### src/rtl/shifter_pkg.sv
// Shared definitions for the pipelined shifter: operation encoding, per-beat
// control sideband, and helpers that place the pipeline registers.
package shifter_pkg;

    typedef enum logic [1:0] {
        OP_SLL = 2'b00,
        OP_SRL = 2'b01,
        OP_SRA = 2'b10,
        OP_ROL = 2'b11
    } op_e;

    // Control that rides with the data through every level. The SRA fill
    // bit is captured once at the input so later levels never re-derive it.
    typedef struct packed {
        op_e  op;
        logic sign;
    } ctrl_t;

    // Number of register stages between input and output.
    function automatic int num_stages(input int shw, input int reg_every);
        return (shw + reg_every - 1) / reg_every;
    endfunction

    // True when a register follows level (1-based) in the chain.
    function automatic bit reg_after(input int level, input int shw, input int reg_every);
        return ((level % reg_every) == 0) || (level == shw);
    endfunction

endpackage

### src/rtl/shift_level.sv
// One combinational level of the barrel shifter: shifts by the fixed amount AMT
// in the selected mode when en is set, otherwise passes data through.
module shift_level
    import shifter_pkg::*;
#(
    parameter int WIDTH = 32,
    parameter int AMT   = 1
) (
    input  logic [WIDTH-1:0] data,
    input  logic             en,
    input  op_e              op,
    input  logic             sign,
    output logic [WIDTH-1:0] result
);

    // NOTE: result is assigned a default before the case so no path leaves it
    // unassigned; that is what keeps this block free of inferred latches.
    always_comb begin
        result = data;
        if (en) begin
            unique case (op)
                OP_SLL:  result = data << AMT;
                OP_SRL:  result = data >> AMT;
                OP_SRA:  result = {{AMT{sign}}, data[WIDTH-1:AMT]};
                OP_ROL:  result = {data[WIDTH-AMT-1:0], data[WIDTH-1:WIDTH-AMT]};
                default: result = data;
            endcase
        end
    end

endmodule

### src/rtl/pipelined_shifter.sv
// Pipelined four-mode barrel shifter with valid/ready on both sides. Levels run
// MSB first; a register follows every REG_EVERY levels and always the last one.
module pipelined_shifter
    import shifter_pkg::*;
#(
    parameter  int WIDTH     = 32,
    parameter  int REG_EVERY = 2,
    parameter  int TAG_W     = 4,
    localparam int SHW       = $clog2(WIDTH)
) (
    input  logic             clock,
    input  logic             reset,
    input  logic             in_valid,
    output logic             in_ready,
    input  logic [WIDTH-1:0] in_operand,
    input  logic [SHW-1:0]   in_shamt,
    input  logic [1:0]       in_op,
    input  logic [TAG_W-1:0] in_tag,
    output logic             out_valid,
    input  logic             out_ready,
    output logic [WIDTH-1:0] out_result,
    output logic [TAG_W-1:0] out_tag
);

    typedef struct packed {
        logic             valid;
        logic [WIDTH-1:0] data;
        logic [SHW-1:0]   shamt;
        ctrl_t            ctrl;
        logic [TAG_W-1:0] tag;
    } payload_t;

    payload_t in_p;
    logic     stall;
    logic     en;

    always_comb begin
        in_p.valid     = in_valid;
        in_p.data      = in_operand;
        in_p.shamt     = in_shamt;
        in_p.ctrl.op   = op_e'(in_op);
        in_p.ctrl.sign = in_operand[WIDTH-1];
        in_p.tag       = in_tag;
    end

    // One global enable: a stalled output freezes every stage, bubbles included,
    // so nothing can be overwritten or duplicated while the consumer waits.
    assign stall    = out_valid && !out_ready;
    assign en       = !stall;
    assign in_ready = !stall;

    for (genvar j = 1; j <= SHW; j++) begin : gen_lvl
        localparam int K = SHW - j;

        payload_t         d_in;
        payload_t         d_out;
        payload_t         stg;
        logic [WIDTH-1:0] lvl_data;

        if (j == 1) begin : g_first
            assign d_in = in_p;
        end else begin : g_chain
            assign d_in = gen_lvl[j-1].stg;
        end

        shift_level #(
            .WIDTH (WIDTH),
            .AMT   (1 << K)
        ) u_level (
            .data   (d_in.data),
            .en     (d_in.shamt[K]),
            .op     (d_in.ctrl.op),
            .sign   (d_in.ctrl.sign),
            .result (lvl_data)
        );

        always_comb begin
            d_out      = d_in;
            d_out.data = lvl_data;
        end

        if (reg_after(j, SHW, REG_EVERY)) begin : g_reg
            // NOTE: the whole payload is reset, not just valid, because the
            // last stage drives out_result/out_tag and those must read 0 in
            // reset. Sequential state uses non-blocking assignments only.
            always_ff @(posedge clock or posedge reset) begin
                if (reset) begin
                    stg <= '0;
                end else if (en) begin
                    stg <= d_out;
                end
            end
        end else begin : g_wire
            assign stg = d_out;
        end
    end

    assign out_valid  = gen_lvl[SHW].stg.valid;
    assign out_result = gen_lvl[SHW].stg.data;
    assign out_tag    = gen_lvl[SHW].stg.tag;

    // Shift amount and mode are spent by the time a beat leaves the last level.
    logic unused_tail;
    assign unused_tail = ^{gen_lvl[SHW].stg.shamt, gen_lvl[SHW].stg.ctrl};

endmodule

### config.mk
export PLATFORM = sky130hd
export DESIGN_NAME = pipelined_shifter
export DESIGN_NICKNAME = d
export VERILOG_FILES = /design/src/rtl/shifter_pkg.sv /design/src/rtl/shift_level.sv /design/src/rtl/pipelined_shifter.sv
export SDC_FILE = /design/constraint.sdc
export NUM_CORES = 1
export LEC_CHECK = 0
export ABC_CLOCK_PERIOD_IN_PS = 5100
export CELL_PAD_IN_SITES_DETAIL_PLACEMENT = 1
export CELL_PAD_IN_SITES_GLOBAL_PLACEMENT = 1
export CORE_MARGIN = 10
export CORE_UTILIZATION = 44
export CTS_CLUSTER_SIZE = 24
export DETAILED_ROUTE_END_ITERATION = 6
export HOLD_SLACK_MARGIN = 0.1
export PLACE_DENSITY = 0.81
export SLEW_MARGIN = 20
export SYNTH_ARGS = -nofsm -noshare
export SYNTH_HDL_FRONTEND = slang
export SYNTH_SLANG_ARGS = --single-unit
### constraint.sdc
create_clock -name clock -period 5.1 [get_ports clock]
set_clock_uncertainty 0.15 [all_clocks]
set_input_delay 1.02 -clock clock [delete_from_list [all_inputs] [get_ports clock]]
set_output_delay 1.02 -clock clock [all_outputs]
set_load 0.01 [all_outputs]
[Yosys cells after proc, flatten, opt, wreduce, memory -nomap -nowiden]
Index checks and enable logic that the tools add are counted.
W data, S select, Z words.
Storage, ports and cells
  register bits after elaboration: 121
  output and inout port bits: 38
  input bits: 47
Cells by class
  multiplexer cells: 10
  equality and inequality tests: 9
  reductions and logical operators: 6
Operators by type and width (count)
  $pmux W32 S4: 5
  $mux W32: 5
  $eq A2 B2 Y1 const B: 6
  $eq A2 B1 Y1 const B: 3
  $logic_not A2 Y1: 3
  $logic_not A1 Y1: 2
  $logic_and A1 B1 Y1: 1

[Logic depth before layout (Yosys ltp)]
Gate-level depths: netlist (run 1).
  depth after elaboration: 5
  mapped depth: 9

[Cells and area by module]
A second synthesis (run 1) with hierarchy kept.
Second synthesis, totals
  cells, all modules: 873
  area total of the unflattened synthesis: 8755.9 um2
Modules (own cells, without submodules)
  pipelined_shifter: times used 1, area each 4750.8 um2, seq. area each 3027.9 um2, cells an instance 258
  shift_level (gen_lvl[1].u_level): times used 1, area each 880.8 um2, seq. area each 0.0 um2, cells an instance 131
  shift_level (gen_lvl[2].u_level): times used 1, area each 878.3 um2, seq. area each 0.0 um2, cells an instance 138
  shift_level (gen_lvl[3].u_level): times used 1, area each 778.2 um2, seq. area each 0.0 um2, cells an instance 123
  shift_level (gen_lvl[4].u_level): times used 1, area each 765.7 um2, seq. area each 0.0 um2, cells an instance 113
  shift_level (gen_lvl[5].u_level): times used 1, area each 701.9 um2, seq. area each 0.0 um2, cells an instance 110

[Worst setup path after synthesis (run 1)]
OpenSTA, ideal clock, no wires.
  kind: input -> output
  start point: input out_ready
  end point: output in_ready
  path slack: 2.048 ns
  buffers on the path: 4
  stages: 6
  data arrival time: 1.882 ns
  cells stage by stage: nor2b_1 buf_2 inv_1 buf_2 buf_2 clkbuf_1
Between the ends
  word-level cells in the longest chain between the ends: 3
Ends and longest elaborated chain
  from (decl): RTL line pipelined_shifter.sv:20  | input logic out_ready,
  $logic_not A1 Y1: RTL line pipelined_shifter.sv:48  | assign stall = out_valid && !out_ready;
  $logic_and A1 B1 Y1: RTL line pipelined_shifter.sv:48
  $logic_not A1 Y1: RTL line pipelined_shifter.sv:50  | assign in_ready = !stall;
  to (decl): RTL line pipelined_shifter.sv:14  | output logic in_ready,
No other way between the ends.

[Final worst setup path (run 1)]
Ends and elaborated chain as after synthesis.

==> results of run 1 <==
-- kinds of logic after synthesis --
| group | Yosys count | synth area share [%] |
|---|---|---|
| AOI/OAI and AO/OA | 341 | 26.0 |
| xor gates and xnor gates | 5 | 0.900 |
| buffers and inverters | 105 | 5.59 |
| DFF | 121 | 35.1 |
| muxes | 103 | 14.7 |
| and+or+nand+nor | 338 | 17.6 |
-- layer usage --
layer | part of all wire, % | GRT usage (%) | up-vias
li1 | - | - | 3756
met1 | 44 | 29.0 | 4196
met2 | 47 | 35.5 | 311
met3 | 6.6 | 5.42 | 53
met4 | 2.5 | 8.10 | 0
met5 | 0 | 0 | -
-- worst register-to-register path, delay by kind of cell, from the launching register on --
family | cells | cell delay, ns
compound gates | 2 | 0.52
buf+inv | 1 | 0.37
flops | 1 | 0.40
simple gates | 2 | 1.12
-- flip-flops by register name (all words and copies together) (netlist names) --
signal	count
out_valid	1
out_tag	4
out_result	32
gen_lvl.stg	84
-- where the power goes --
part	internal [mW]	switching, mW
clock	0.767	0.451
combinational	1.22	1.27
sequential	1.35	0.544
total	3.33	2.27
-- cells in the final DEF (no fill, tap or decap), types with 4 or more instances in the layout --
cell type	Yosys	layout
clkbuf_8	0	4
a2111o_1	6	6
clkdlybuf4s50_1	0	81
a211oi_1	15	15
a21o_1	30	30
nor2_1	35	35
clkinv_2	0	4
a311o_1	8	8
mux2i_1	82	82
o32ai_1	6	6
buf_4	3	20
a22oi_1	26	26
a21boi_0	7	7
a211o_1	7	7
clkbuf_16	0	17
mux4_2	15	15
o21ai_0	98	98
a221oi_1	6	6
a21oi_1	69	69
a2111oi_0	5	5
nand2_1	186	186
nor2b_1	31	30
and3_1	10	10
nand3_1	23	23
dfrtp_1	121	120
nand2b_1	29	29
o31ai_1	7	7
nor3_1	16	16
o211ai_1	20	20
o21ai_1	4	4
-- area by class of cell --
class	count	area, µm²
Clock buffer	21	480
Sequential cell	121	3030
Inverter	5	21.3
Fill cell	2317	9280
Tap cell	265	332
Clock inverter	11	120
Timing Repair Buffer	104	998
Multi-Input combinational cell	787	5140
-- how the worst min path moves through the flow --
stage,end,slack (ns)
finish,gen_lvl[2].stg[1],0.31
floorplan,gen_lvl[4].stg[44],0.28
global placement,gen_lvl[4].stg[44],0.30
detailed placement,gen_lvl[2].stg[1],0.31
CTS,gen_lvl[2].stg[1],0.32
global route,out_result[11],0.34
-- metrics by stage --
stage	util (%)	setup slack, ns	hold slack, ns	total power [mW]	std cells
final	52.2	1.37	0.314	5.60	1314
after global routing	52.2	1.30	0.339	6.00	1314
after CTS	52.2	1.35	0.319	5.62	1314
after detailed placement	49.1	1.34	0.305	4.36	1282
after global placement	48.9	1.36	0.296	4.23	1281
after floorplan	-	0.716	0.280	3.44	1013
==> flow_summary.ini, run 1 <==
[routing]
antenna_left = 0
drc = 0
drtIter0Drc = 960
first_pass_iters = 5
totalWireLength_mm = 28.5
post_drt_wl_per_cell_um = 21.7
num_vias = 8316
viasPerCell = 6.33

[sta]
min_period_ns = 3.73
rsz0062_at_grt = false
max_freq_ghz = 0.268
final.setup.tns_ns = 0
tightest_slew_ns = 1.11
drv_slew = 0
finalHoldViolations = 0
finalSetupViolCount = 0
post-route-period-util_pct = 73.1
slew-limit-headroom_pct = 25.6

[grt]
overflow = 0
grt_usage_pct = 22.4
grt_pass1_vias = 8450
grt_first_pass_wirelength_mm = 47.1
grt_max_degree = 86
antenna_found_initial = 0

[final_layout]
layout-drive-gt1-share_pct = 8.10
finish.instance_area_um2 = 10100
diodes = 0
syn2layout_area_growth_pct = 17.4
nets = 1083

[floorplan]
rows = 51
boundaryPins = 85
dieHeight_um = 160
start_util_pct = 44.4
die-area_um2 = 25600
core-area_um2 = 19400
chipWidth_um = 160

[synth]
synth_nets = 1060
yosysWarnings = 0
yosysMostFrequentCell = nand2_1
avgSynthCellArea_um2 = 8.51
synth-seq-cells = 121
yosys.area.top_type = dfrtp_1
synth_edf_count = 0
async_reset_ff_share_pct = 100
synthFlopType = dfrtp_1
synth.distinct_cells = 56
synth_common_cells = nand2_1 (186), dfrtp_1 (121), o21ai_0 (98)
synth_top_area_share_pct = 35.1
synthCells = 1013
synth_area_um2 = 8620
ys_seq_area_share_pct = 35.1
synth.area.top_cells = dfrtp_1 (35%), mux2i_1 (9.5%), nand2_1 (8.1%), o21ai_0 (5.7%), a21oi_1 (4.0%)

[worst_hold_path]
min_from = gen_lvl[2].stg[1]
min_path_cells = 2
hold_path_class = reg -> reg

[worst_setup_path]
worstRegToRegCells = 5
r2r-end = gen_lvl[4].stg[23]
cp.required_ns = 3.93
worst_setup_path_start_kind = primary input
path_common_cell = clkdlybuf4s50_1
critPathCaptureType = output port
critPathSlowestCell = clkdlybuf4s50_1
slowest_delay_ns = 0.66
crit_type = in -> out
crit_fanout = 23
crit_path_cell_trace = clkdlybuf4s50_1 > nor2b_4 > inv_2 > clkdlybuf4s50_1
critPathTopFamily = buffers and inverters
startpoint = out_ready
r2r-start = out_valid
crit_path_end = in_ready
worstPathArrival_ns = 2.56
crit_buf_inv = 3
rrSetupSlack_ns = 2.46
crit_cells = 4

[clock_tree]
clock_sinks = 121
insertion_delay_ns = 0.43
cts_buffers = 17
postCtsSetupBuffers = 0
postCtsResizedCells = 0
cts_tree = built
cts_hold_buf = 0
cts_root_buf = clkbuf_16
h-tree-depth = 4
clk_pin_slew_ns = 0.06
clock_path_buffers = 2

[placed_design]
dp_hpwl_mm = 19.0
place_congestion = 0.865
place_area_um2 = 9520
port-buffer-count = 84

[power_and_ir_drop]
p_per_area_nw_per_um2 = 553
p_leak_nw = 4.37
peakVddDrop_mv = 0.270

[outcome]
outcome = finished, final reports clean

[job]
drv_cap = 0
(Power assumes the default switching activity.)
==> run 2, diff against run 1 <==
--- a/config.mk
+++ b/config.mk
@@ -5,15 +5,15 @@
 export SDC_FILE = /design/constraint.sdc
 export NUM_CORES = 1
 export LEC_CHECK = 0
-export ABC_CLOCK_PERIOD_IN_PS = 5100
+export ABC_CLOCK_PERIOD_IN_PS = 3000
 export CELL_PAD_IN_SITES_DETAIL_PLACEMENT = 1
 export CELL_PAD_IN_SITES_GLOBAL_PLACEMENT = 1
 export CORE_MARGIN = 10
-export CORE_UTILIZATION = 44
+export CORE_UTILIZATION = 40
 export CTS_CLUSTER_SIZE = 24
 export DETAILED_ROUTE_END_ITERATION = 6
 export HOLD_SLACK_MARGIN = 0.1
-export PLACE_DENSITY = 0.81
+export PLACE_DENSITY = 0.78
 export SLEW_MARGIN = 20
 export SYNTH_ARGS = -nofsm -noshare
 export SYNTH_HDL_FRONTEND = slang
==> constraint.sdc (replaced) <==
create_clock -name clock -period 3 [get_ports clock]
set_clock_uncertainty 0.15 [all_clocks]
set_input_delay 0.6 -clock clock [delete_from_list [all_inputs] [get_ports clock]]
set_output_delay 0.6 -clock clock [all_outputs]
set_load 0.01 [all_outputs]
==> flow_summary.ini, run 2 (synthesized netlist as in run 1, its figures left out) <==
[grt]
overflow = 0
antenna_found_initial = 0
grt_first_pass_wirelength_mm = 47.3
grt_max_degree = 109
grt_usage_pct = 20.5
grt_pass1_vias = 8387

[power_and_ir_drop]
p_per_area_nw_per_um2 = 934
power_mw = 9.64
p_leak_nw = 4.48
peakVddDrop_mv = 0.385

[sta]
rsz0062_at_grt = false
finalHoldViolations = 0
slew-limit-headroom_pct = 50.7
finalSetupViolCount = 0
drv_slew = 0
layout_setup_ws_ns = 0.413
max_freq_ghz = 0.387
tightest_slew_ns = 0.731
holdWs_ns = 0.314
min_period_ns = 2.59
final.setup.tns_ns = 0
post-route-period-util_pct = 86.2

[final_layout]
syn2layout_area_growth_pct = 19.8
nets = 1097
layout_commonest_cell = nand2_1
fin_cells = 1337
layout-drive-gt1-share_pct = 9.23
diodes = 0
fillCellCount = 2470
final_cell_mix = nand2_1 (186), dfrtp_1 (120), o21ai_0 (98), mux2i_1 (82), clkdlybuf4s50_1 (81)
largest_register = gen_lvl.stg
finish.instance_area_um2 = 10300
largest_reg_flops = 84
utilization_pct = 49.0

[placed_design]
place_area_um2 = 9700
place_congestion = 0.891
dpl.cell_count = 1306
dp_hpwl_mm = 19.9
port-buffer-count = 84
place_ws_ns = 0.246

[clock_tree]
clk_pin_slew_ns = 0.06
postCtsSetupBuffers = 0
postCtsResizedCells = 0
cts_hold_buf = 0
clock_sinks = 121
cts_tree = built
h-tree-depth = 4
cts_buffers = 17
clock_path_buffers = 2
insertion_delay_ns = 0.42
cts_root_buf = clkbuf_16

[worst_setup_path]
critPathSlowestCell = clkdlybuf4s50_1
path_common_cell = clkdlybuf4s50_1
crit_fanout = 6
critPathTopFamily = buffers and inverters
crit_buf_inv = 3
critPathCaptureType = output port
crit_type = in -> out
cp.required_ns = 2.25
worst_setup_path_start_kind = primary input
crit_path_cell_trace = clkdlybuf4s50_1 > nor2b_4 > inv_2 > clkdlybuf4s50_1
slowest_delay_ns = 0.49
worstPathArrival_ns = 1.84

[floorplan]
die-area_um2 = 27800
chipWidth_um = 167
boundaryPins = 85
dieHeight_um = 167
rows = 53
core-area_um2 = 21100
start_util_pct = 40.9

[routing]
drc = 0
post_drt_wl_per_cell_um = 21.5
first_pass_iters = 5
totalWireLength_mm = 28.8
antenna_left = 0
drtIter0Drc = 656
num_vias = 8192
viasPerCell = 6.13

[job]
drv_cap = 0

[worst_hold_path]
hold_path_class = reg -> reg

[outcome]
outcome = finished, final reports clean
==> run 2: cell type report <==
class	instances	area, µm²	area share, %
Timing Repair Buffer	118	1170	11.3
Inverter	5	22.5	0.218
Multi-Input combinational cell	787	5140	49.8
Clock inverter	7	113	1.09
Clock buffer	24	512	4.95
Tap cell	275	344	3.33
Sequential cell	121	3030	29.3
==> run 2: worst paths after layout <==
kind | from | end | slack, ns | cells after the start
max in group asynchronous | reset | out_result[7] | 1.84 | 3
max | out_ready | in_ready | 0.41 | 4
min | gen_lvl[4].stg[2] | gen_lvl[4].stg[2] | 0.31 | 2
min reg2reg | gen_lvl[4].stg[2] | gen_lvl[4].stg[2] | 0.31 | 2
max reg2reg | gen_lvl[2].stg[5] | gen_lvl[4].stg[15] | 0.74 | 4
min in group asynchronous | reset | out_result[0] | 0.49 | 3
==> run 2: report_power, final <==
| group | switching (mW) | total, mW | internal, mW |
|---|---|---|---|
| Combinational | 2.19 | 4.27 | 2.08 |
| Sequential | 0.907 | 3.20 | 2.29 |
| Clock | 0.742 | 2.17 | 1.43 |
| Total | 3.84 | 9.64 | 5.81 |
==> run 2: tightest hold or removal path: cells and delay by family, from the launching register on <==
family	cells	cell delay, ns
simple gates	2	0.10
flops	1	0.34
==> run 2: layer usage <==
layer / vias up / part of all wire [%] / global-route usage (%)
li1: 3775 / - / -
met1: 4139 / 44 / 26.6
met2: 249 / 48 / 33.7
met3: 29 / 6.4 / 4.61
met4: 0 / 1.1 / 5.00
met5: - / 0 / 0
==> run 3, diff against run 2 <==
==> constraint.sdc (replaced) <==
create_clock -name clock -period 3 [get_ports clock]
set_clock_uncertainty 0.15 [all_clocks]
set_input_delay 0.6 -clock clock [delete_from_list [all_inputs] [get_ports clock]]
set_output_delay 0.6 -clock clock [all_outputs]
set_load 0.005 [all_outputs]
==> flow_summary.ini, run 3 (synthesized netlist as in run 1, its figures left out) <==
[final_layout]
nets = 1098
diodes = 0
finish.instance_area_um2 = 10300
layout-drive-gt1-share_pct = 9.40
syn2layout_area_growth_pct = 19.6
final_cell_mix = nand2_1 (186), dfrtp_1 (120), o21ai_0 (98), mux2i_1 (82), clkdlybuf4s50_1 (81)
largest_register = gen_lvl.stg
layout_commonest_cell = nand2_1
largest_reg_flops = 84

[worst_setup_path]
critPathTopFamily = buffers and inverters
r2r-end = gen_lvl[4].stg[38]
rrSetupSlack_ns = 0.68
critPathSlowestCell = clkdlybuf4s50_1
r2r-start = gen_lvl[2].stg[9]
crit_path_cell_trace = clkdlybuf4s50_1 > nor2b_4 > inv_2 > clkdlybuf4s50_1
critPathCaptureType = output port
worstRegToRegCells = 5
worst_setup_path_start_kind = primary input
cp.required_ns = 2.25
worstPathArrival_ns = 1.78
slowest_delay_ns = 0.53
crit_type = in -> out
crit_fanout = 3
path_common_cell = clkdlybuf4s50_1
crit_buf_inv = 3

[routing]
num_vias = 8142
first_pass_iters = 5
antenna_left = 0
totalWireLength_mm = 28.7
post_drt_wl_per_cell_um = 21.4
drtIter0Drc = 670
viasPerCell = 6.08
drc = 0

[sta]
post-route-period-util_pct = 84.2
max_freq_ghz = 0.396
slew-limit-headroom_pct = 32.5
holdWs_ns = 0.314
final.setup.tns_ns = 0
rsz0062_at_grt = false
finalSetupViolCount = 0
drv_slew = 0
finalHoldViolations = 0
layout_setup_ws_ns = 0.475
tightest_slew_ns = 1.01
min_period_ns = 2.53

[clock_tree]
postCtsSetupBuffers = 0
postCtsResizedCells = 0
clock_path_buffers = 2
h-tree-depth = 4
clk_pin_slew_ns = 0.06
cts_buffers = 17
cts_tree = built
clock_sinks = 121
insertion_delay_ns = 0.42
cts_hold_buf = 0
cts_root_buf = clkbuf_16

[grt]
overflow = 0
grt_first_pass_wirelength_mm = 47.1
grt_max_degree = 122
antenna_found_initial = 0
grt_pass1_vias = 8355
grt_usage_pct = 20.3

[power_and_ir_drop]
p_leak_nw = 4.47
cell_internal_pwr_mw = 5.73
power_frac_seq_pct = 33.8
peakVddDrop_mv = 0.327
clockPowerShare_pct = 22.3
switching_share_pct = 39.7
p_per_area_nw_per_um2 = 920
p_sw_mw = 3.76
pwr-share-comb_pct = 43.9

[placed_design]
port-buffer-count = 84
place_congestion = 0.864
place_ws_ns = 0.423
dp_hpwl_mm = 19.5
place_area_um2 = 9710

[job]
drv_cap = 0

[worst_hold_path]
min_delay_worst_endpoint = gen_lvl[4].stg[4]
min_from = gen_lvl[4].stg[4]
hold_path_class = reg -> reg
min_path_cells = 2

[floorplan]
rows = 53
die-area_um2 = 27800
core-area_um2 = 21100
start_util_pct = 40.9
chipWidth_um = 167
boundaryPins = 85
dieHeight_um = 167

[outcome]
outcome = finished, final reports clean
## run 3: cell count changes in the layout (fill, tap and decap cells not counted), sizes merged
cell      previous run  this run
clkinv               3         7
clkbuf              24        19
buf                 37        38
clkinvlp             2         4
## run 3: worst reg2reg max path: stages (launching register included)
cell and delay [ns]:
dfrtp_2 1.03, buf_4 0.40, mux2i_1 0.23, nand2_1 0.07
a32oi_1 0.22, nand2_1 0.10
## run 3: stage by stage
stage               total power [mW]  utilization (%)  cells
global route                    10.1             48.9   1339
global placement                7.19             46.0   1307
floorplan                       5.76                -   1013
detailed placement              7.35             46.0   1307
CTS                             9.52             48.9   1339
finish                          9.49             48.9   1339
## run 3: power groups by stage
stage | registers (mW) | clock network [mW] | logic [mW]
5_1_grt | 3.31 | 2.22 | 4.61
4_1_cts | 3.20 | 2.14 | 4.19
6_report | 3.21 | 2.11 | 4.17
2_1_floorplan | 2.79 | 0 | 2.97
3_5_place_dp | 3.22 | 0 | 4.13
3_3_place_gp | 3.18 | 0 | 4.01
## run 3: worst max-delay path by stage
stage	from	end	slack (ns)	cells after the start
final	out_ready	in_ready	0.47	4
after global routing	out_ready	in_ready	0.44	4
after global placement	out_ready	in_ready	0.46	4
after detailed placement	out_ready	gen_lvl[4].stg[27]	0.42	8
after floorplan	reset	gen_lvl[2].stg[0]	0.77	1
after CTS	out_ready	in_ready	0.45	4
## run 3: layout make-up
cell class	instances	area, µm²
fillers	2490	10800
multi-input cells	787	5140
flip-flops and latches	121	3030
repair buffers	119	1180
clock buffers	19	453
well taps	275	344
clock inverters	13	151
inverters	5	22.5
## run 3: routing by layer
layer | GRT usage [%] | vias up | share of wire [%]
met1 | 26.6 | 4078 | 45
met4 | 6.26 | 0 | 1.6
met2 | 32.7 | 236 | 48
li1 | - | 3788 | -
met3 | 4.61 | 40 | 5.9
met5 | 0 | - | 0
